$ cat src/rtl/hangman_pkg.sv
// Shared state encoding, ASCII bounds and default sizing for the hangman round controller.
package hangman_pkg;

  localparam int DEFAULT_WORD_LEN     = 5;
  localparam int DEFAULT_MAX_MISTAKES = 6;

  localparam logic [7:0] ASCII_A = 8'd65;
  localparam logic [7:0] ASCII_Z = 8'd90;

  typedef enum logic [2:0] {
    ST_SETUP,
    ST_GUESS,
    ST_CHECK,
    ST_SEND,
    ST_WIN,
    ST_LOSE
  } state_t;

  function automatic logic is_letter(input logic [7:0] c);
    return (c >= ASCII_A) && (c <= ASCII_Z);
  endfunction

endpackage

$ cat src/rtl/hangman_letter_match.sv
// Combinational compare of the guess against every stored letter of the secret word.
module hangman_letter_match
  import hangman_pkg::*;
#(
  parameter int WORD_LEN = DEFAULT_WORD_LEN
) (
  input  logic [WORD_LEN*8-1:0] word,
  input  logic [7:0]            guess,
  output logic [WORD_LEN-1:0]   hit
);

  for (genvar gi = 0; gi < WORD_LEN; gi++) begin : g_pos
    assign hit[gi] = (word[gi*8 +: 8] == guess);
  end

endmodule

$ cat src/rtl/hangman_round_ctrl.sv
// Hangman round controller: secret-word entry, guess checking, guess transmission, win/lose tracking.
// Build option HANGMAN_REPEAT_FILTER_EN: letters already guessed this round are dropped in GUESS.
module hangman_round_ctrl
  import hangman_pkg::*;
#(
  parameter int WORD_LEN     = DEFAULT_WORD_LEN,
  parameter int MAX_MISTAKES = DEFAULT_MAX_MISTAKES
) (
  input  logic                clk,
  input  logic                rst,
  input  logic                letter_valid,
  input  logic [7:0]          letter,
  input  logic                word_submit,
  input  logic                game_end,
  input  logic                tx_ready,
  output logic                tx_valid,
  output logic [7:0]          tx_data,
  output logic [WORD_LEN-1:0] correct_mask,
  output logic [2:0]          mistakes,
  output logic                win,
  output logic                lose,
  output logic                setup_mode
);

  localparam int               IDX_W    = $clog2(WORD_LEN + 1);
  localparam logic [IDX_W-1:0] IDX_FULL = IDX_W'(WORD_LEN);
  localparam logic [2:0]       MIST_MAX = 3'(MAX_MISTAKES);

  state_t                   state_reg, state_next;
  logic [IDX_W-1:0]         idx_reg, idx_next;
  logic [WORD_LEN-1:0][7:0] word_reg, word_next;
  logic [7:0]               guess_reg, guess_next;
  logic [WORD_LEN-1:0]      mask_reg, mask_next;
  logic [2:0]               mistakes_reg, mistakes_next;
  logic [WORD_LEN-1:0]      hit;
  logic                     letter_ok;
  logic                     word_full;
  logic                     clear_round;

`ifdef HANGMAN_REPEAT_FILTER_EN
  logic [25:0] guessed_reg, guessed_next;
  logic [4:0]  letter_ofs;

  assign letter_ofs = 5'(letter - ASCII_A);
`endif

  assign letter_ok = letter_valid && is_letter(letter);
  assign word_full = (idx_reg == IDX_FULL);

  hangman_letter_match #(
    .WORD_LEN(WORD_LEN)
  ) u_match (
    .word  (word_reg),
    .guess (guess_reg),
    .hit   (hit)
  );

  always_ff @(posedge clk) begin
    if (rst) begin
      state_reg    <= ST_SETUP;
      idx_reg      <= '0;
      word_reg     <= '0;
      guess_reg    <= '0;
      mask_reg     <= '0;
      mistakes_reg <= '0;
`ifdef HANGMAN_REPEAT_FILTER_EN
      guessed_reg  <= '0;
`endif
    end else begin
      state_reg    <= state_next;
      idx_reg      <= idx_next;
      word_reg     <= word_next;
      guess_reg    <= guess_next;
      mask_reg     <= mask_next;
      mistakes_reg <= mistakes_next;
`ifdef HANGMAN_REPEAT_FILTER_EN
      guessed_reg  <= guessed_next;
`endif
    end
  end

  always_comb begin
    state_next    = state_reg;
    idx_next      = idx_reg;
    word_next     = word_reg;
    guess_next    = guess_reg;
    mask_next     = mask_reg;
    mistakes_next = mistakes_reg;
    clear_round   = 1'b0;
`ifdef HANGMAN_REPEAT_FILTER_EN
    guessed_next  = guessed_reg;
`endif

    case (state_reg)
      ST_SETUP: begin
        // A complete word lets submit win over a coincident letter, which is dropped anyway.
        if (word_submit && word_full) begin
          state_next    = ST_GUESS;
          mask_next     = '0;
          mistakes_next = '0;
`ifdef HANGMAN_REPEAT_FILTER_EN
          guessed_next  = '0;
`endif
        end else if (letter_ok && !word_full) begin
          for (int i = 0; i < WORD_LEN; i++) begin
            if (idx_reg == IDX_W'(i)) word_next[i] = letter;
          end
          idx_next = idx_reg + 1'b1;
        end
      end

      ST_GUESS: begin
`ifdef HANGMAN_REPEAT_FILTER_EN
        if (letter_ok && !guessed_reg[letter_ofs]) begin
          guessed_next[letter_ofs] = 1'b1;
          guess_next               = letter;
          state_next               = ST_CHECK;
        end
`else
        if (letter_ok) begin
          guess_next = letter;
          state_next = ST_CHECK;
        end
`endif
      end

      ST_CHECK: begin
        mask_next = mask_reg | hit;
        if ((hit == '0) && (mistakes_reg < MIST_MAX)) mistakes_next = mistakes_reg + 3'd1;
        state_next = ST_SEND;
      end

      ST_SEND: begin
        if (tx_ready) begin
          if (&mask_reg)                     state_next = ST_WIN;
          else if (mistakes_reg == MIST_MAX) state_next = ST_LOSE;
          else                               state_next = ST_GUESS;
        end
      end

      ST_WIN, ST_LOSE: begin
        if (word_submit) clear_round = 1'b1;
      end

      default: state_next = ST_SETUP;
    endcase

    // Abort overrides whatever the state logic decided this cycle.
    if (game_end || clear_round) begin
      state_next    = ST_SETUP;
      idx_next      = '0;
      word_next     = '0;
      guess_next    = '0;
      mask_next     = '0;
      mistakes_next = '0;
`ifdef HANGMAN_REPEAT_FILTER_EN
      guessed_next  = '0;
`endif
    end
  end

  // tx_valid is cut combinationally so an abort or reset never completes a pending transfer.
  assign tx_valid     = (state_reg == ST_SEND) && !game_end && !rst;
  assign tx_data      = guess_reg;
  assign correct_mask = mask_reg;
  assign mistakes     = mistakes_reg;
  assign win          = (state_reg == ST_WIN);
  assign lose         = (state_reg == ST_LOSE);
  assign setup_mode   = (state_reg == ST_SETUP);

endmodule
$ cat config.mk
export PLATFORM = sky130hd
export DESIGN_NAME = hangman_round_ctrl
export DESIGN_NICKNAME = d
export VERILOG_FILES = /design/src/rtl/hangman_pkg.sv /design/src/rtl/hangman_letter_match.sv /design/src/rtl/hangman_round_ctrl.sv
export SDC_FILE = /design/constraint.sdc
export NUM_CORES = 1
export LEC_CHECK = 0
export BUFFER_PORTS_ARGS = -buffer_cell sky130_fd_sc_hd__clkbuf_2
export CORE_UTILIZATION = 57
export CTS_CLUSTER_DIAMETER = 40
export DETAILED_ROUTE_END_ITERATION = 10
export PLACE_DENSITY = 0.77
export SYNTH_ARGS = -nofsm -noshare
export SYNTH_HDL_FRONTEND = slang
export SYNTH_SLANG_ARGS = --single-unit
$ cat constraint.sdc
create_clock -name clk -period 3 [get_ports clk]
set_clock_uncertainty 0.15 [all_clocks]
set_input_delay 0.6 -clock clk [delete_from_list [all_inputs] [get_ports clk]]
set_output_delay 0.6 -clock clk [all_outputs]
set_load 0.01 [all_outputs]
==> metrics.txt, run 1 <==
run status complete, no violations; # resized after CTS 0; final wirelength between 6 and 7 mm; wire per inst 15.16 µm; die width ~73 µm; Die Y between 70 and 80 µm; gpl congestion ~0.8; worst-margin pin slew roughly 0.70 ns; final std cells w/o fill slightly above 400; Synth Area per Inst between 9 and 10 µm²; Adder-Cell Fraction of Synth Area under 10%; ys async rst share 0%; max cap viols 0; post-detailed-route count of antenna-violating nets 0; 1st-pass router iterations 4; final count of negative-setup-slack endpoints 0; Synth Area in Compound Gates between 10 and 15%; Yosys cell types 41; count leader, synth dfxtp_1; Post-Synthesis Cells approximately 320; top cell type's share of synthesized area a little over two fifths; # diodes 0; Req. time, crit path slightly above 3 ns; IO Port Bufs 33; post-route DRC violation count 0; power share of the clock group between 40% and 50%; RSZ-0062 raised after global routing no; nets ~370; minimum clock period around 2.4 ns; CTS Buf Count 9; Clock Latency Late Sink approximately 0.34 ns; final hold vios 0; Slew headroom 53.00%; dpl cells 400; die area around 0.0053 mm²; Post-Synth XOR/XNOR Area 12.52%; largest family of logic cells by synthesized area simple AND/OR/NAND/NOR gates; internal power between 1 and 1.5 mW; crit path kind register to register; Post-Syn Area about 0.0029 mm²; FILL cells around 400; initial DRC count between 150 and 200; clock sink total 62; number of synthesized register bits 62; clk root buf clkbuf_8; switching power 0.3440 mW; number of flip-flops in the largest register 40; switch share a little over a fifth; Clock Pin Slew Worst Setup and Hold Paths 0.07 ns; endpoint class of the critical path register; vias post-DR about 2300; Critical Path Source Type register; Synth Warn # 0; sequential share of the synthesized area 43.26%; Clock Tree Buf Depth 2; CP arrival about 2.5 ns; Tightest Hold Check Type register to register; postcts setup bufs 0; detailed placer's ending HPWL roughly 4.4 mm; total power draw about 1.6 mW; grt total ovfl 0; Max Freq 0.4210 GHz; P&R area growth vs syn 13.17%; vias in the first global route about 2100; Slew Viols, Final 0; TritonCTS clock tree done; H-Tree Level Count 3; Post-synth EDFFs 0; I/O Pins 34; ys flop type dfxtp_1; Comb pwr share 3.2%; Post-Synth Simple-Gate Area around 23%; cell area power density 487.2 mW/mm²; layout cells sized above 1 between 10% and 20%; post-synth top area cell dfxtp_1; worst vdd ir 340.0 µV; post-synth net total around 340; Static Leak approximately 1.2 nW; GR Util All Layers about a quarter; crit path max fanout 13; mux contribution to synthesized area between 2 and 2.5%; Starting Density 59.95%; core area approximately 0.0048 mm²; setup_tns 0 ns; Post-synth top cells 62 x dfxtp_1, 41 x xnor2_1, 29 x nand3_1; num rows 25; Vias/cell about 5.6; cts hold-fix bufs 0; fin crit share about 79%; Sequential Power Share a little over half; Synth area leaders dfxtp_1 43%, xnor2_1 13%, nand3_1 5.1%, o21ai_1 3.5%, nor2_1 3.1%; global-route wire length before repair between 10 and 15 mm; initial antenna violation count 0; pin count of the biggest net entering global routing 28
## cells in the final DEF, fill, tap and decap left out, types with 3 or more instances in the layout
master,instances
a21o_1,3
a21oi_1,6
a22oi_1,5
and2_1,3
and3_1,11
buf_4,5
clkbuf_2,33
clkbuf_8,10
dfxtp_1,62
ha_1,7
inv_1,11
mux2i_1,6
nand2_1,12
nand3_1,29
nand3_2,4
nand4_1,12
nor2_1,24
nor2b_1,3
nor3_1,3
nor3b_1,3
o21ai_0,7
o21ai_1,20
xnor2_1,41
## metrics by stage
step           setup slack [ns]  instance area [µm²]  utilization, %  hold WS [ns]
3_3_place_gp             0.5446                 3058           63.90        0.2957
3_5_place_dp             0.5076                 3058           63.90        0.3077
5_1_grt                  0.4885                 3247           67.84        0.3310
6_report                 0.6245                 3247           67.84        0.3191
4_1_cts                  0.6384                 3247           67.84        0.3171
2_1_floorplan            0.7269                 2869               -        0.2882
## worst max-delay path: stages, from the launching register on
cell	delay (ns)
dfxtp_1	0.41
or3_4	0.44
nor4_4	0.55
nand4b_2	0.40
and3_1	0.32
## kinds of logic after synthesis
group | count (synthesis)
simple gates | 115
xor+xnor | 41
compound gates | 53
fa+ha+maj | 7
buf+inv | 34
mux | 6
flops | 62
## per-layer routing
metal	vias up	share of wire (%)	GRT usage, %
li1	1154	-	-
met1	1094	46	33.74
met2	54	46	40.91
met3	16	5.0	4.972
met4	0	3.0	17.43
met5	-	0	0
## layout make-up
class                      count  area [µm²]  area share (%)
clock buffer                  11       141.4           4.355
clock inverter                 4       47.55           1.464
inverter                      11       41.29           1.272
multi-input combinational    222        1489           45.86
sequential                    62        1241           38.23
tap                           67       83.83           2.582
timing repair buffer          38       202.7           6.243
## power groups by stage
stage | Sequential [mW] | Clock, mW | Combinational, mW
after floorplan | 0.843 | 0 | 0.0256
after global placement | 0.843 | 0 | 0.0496
after detailed placement | 0.843 | 0 | 0.0498
after CTS | 0.824 | 0.723 | 0.0500
after global routing | 0.824 | 0.758 | 0.0547
final | 0.825 | 0.707 | 0.0505
## path summary, 6_finish.rpt
| check | start | end | slack, ns | cells past startpoint |
|---|---|---|---|---|
| max | state_reg[1] | word_reg[37] | 0.62 | 4 |
| max reg2reg | state_reg[1] | word_reg[37] | 0.62 | 4 |
| min | word_reg[22] | word_reg[22] | 0.32 | 2 |
| min reg2reg | word_reg[22] | word_reg[22] | 0.32 | 2 |
Power figures use the tool's default switching activity.
==> inputs of run 2 (changes only) <==
- clock period: 3 -> 2.45 ns (I/O delays scaled with it)
==> run 2 against run 1 <==
Compared with the run above:
- non-clock buffer count rose by 3
- fmax up 6.3%
- via count is 3.5% higher
- cell area grew 1.8%
- critical path depth stayed put
- die area did not move
- final cell count increased by 0.96%
- routed wire length rose by 7.3%
- sequential cell count did not move
==> metrics.txt, run 2 (synthesis gave the netlist of run 1 again) <==
run status complete, no violations; endpoint class of the critical path register; global-route wire length before repair between 10 and 15 mm; final wirelength ~6.7 mm; H-Tree Level Count 3; minimum clock period approximately 2.2 ns; gpl congestion between 0.7 and 0.8; vias post-DR 2400; initial antenna violation count 0; Slew Viols, Final 0; RSZ-0062 raised after global routing no; IO Port Bufs 33; nets about 370; final core occ about 69%; grt total ovfl 0; # diodes 0; worst-margin pin slew between 0.5 and 0.6 ns; Critical Path Source Type register; post-detailed-route count of antenna-violating nets 0; initial DRC count between 150 and 200; clock sink total between 60 and 70; vias in the first global route approximately 2200; Worst path max stage delay a little under 0.6 ns; Clock Latency Late Sink 0.34 ns; die area approximately 0.0053 mm²; number of flip-flops in the largest register 40; P&R area growth vs syn 15.26%; slowest CP cell nor4_4; post-route DRC violation count 0; Final Cell Area ~0.0033 mm²; Req. time, crit path approximately 2.5 ns; layout cells sized above 1 a little under a fifth; num rows 25; setup_tns 0 ns; hold wc startpoint letter[0]; Max Freq about 0.45 GHz; most frequent cells in the layout 62 x dfxtp_1, 41 x xnor2_1, 33 x clkbuf_2; Die Y 72.95 µm; clk root buf clkbuf_8; core area around 0.0048 mm²; # resized after CTS 0; crit-path cells or3_4 -> nor4_4 -> nand3_2 -> and3_1; Vias/cell approximately 5.7; I/O Pins 34; Hold Slack 0.2983 ns; Post-DP Area 0.003105 mm²; cell area power density roughly 600 mW/mm²; final count of negative-setup-slack endpoints 0; CP startpoint state_reg[1]; Worst Path Buf+Inv 0; Slew headroom between 60% and 70%; most common cell after layout, fill and taps aside dfxtp_1; pin count of the biggest net entering global routing 44; Tightest Hold Check Type primary input to register; CP arrival around 2.3 ns; Clock Tree Buf Depth 2; worst vdd ir between 400 and 500 µV; Static Leak between 1 and 1.5 nW; fin crit share 91.25%; postcts setup bufs 0; dpl cells 403; crit path kind register to register; die width 72.95 µm; cts hold-fix bufs 0; max cap viols 0; Starting Density between 50% and 60%; crit path max fanout 13; GR Util All Layers roughly 28%; wire per inst roughly 16 µm; Clock Pin Slew Worst Setup and Hold Paths approximately 0.070 ns; final std cells w/o fill roughly 420; detailed placer's ending HPWL about 4.5 mm; family with the most delay on the worst path simple AND/OR/NAND/NOR gates; 1st-pass router iterations 4; CTS Buf Count 9; final hold vios 0; TritonCTS clock tree done; worst reg2reg startpoint state_reg[1]
==> run 2: path summary, 6_finish.rpt <==
check / endpoint / slack (ns) / depth (start not counted)
setup / recovery: word_reg[7] / 0.21 / 4
hold / removal: tx_data[0] / 0.30 / 3
setup reg to reg: word_reg[7] / 0.21 / 4
hold reg to reg: word_reg[6] / 0.31 / 2
==> run 2: through the flow <==
stage | setup WS (ns) | total power [mW]
4_1_cts | 0.2196 | 1.999
6_report | 0.2145 | 1.989
5_1_grt | 0.08779 | 2.053
3_5_place_dp | 0.08404 | 1.098
2_1_floorplan | 0.2869 | 1.064
3_3_place_gp | 0.1397 | 1.097
==> run 2: per-layer routing <==
layer,track usage (%),share of wire (%)
met1,33.33,44
met2,45.69,49
met3,8.287,5.2
met4,12.20,1.6
met5,0,0
==> run 2: area by class of cell <==
cell class                 instances  area (µm²)
tap                               67       83.83
sequential                        62        1241
multi-input combinational        222        1489
clock inverter                     3       42.54
inverter                          11       41.29
fill                             391        1479
timing repair buffer              41       250.2
clock buffer                      13       158.9
==> run 2: power breakdown <==
part	internal [mW]	total [mW]	switching, mW
sequential	1.01	1.01	0.000832
clock	0.524	0.912	0.388
combinational	0.0222	0.0669	0.0447
total	1.56	1.99	0.433
==> run 2: worst reg2reg max path, cell delays in order (launching register included) <==
cell and delay [ns]:
dfxtp_1 0.32, or3_4 0.41, nor4_4 0.59, nand3_2 0.35, and3_1 0.31
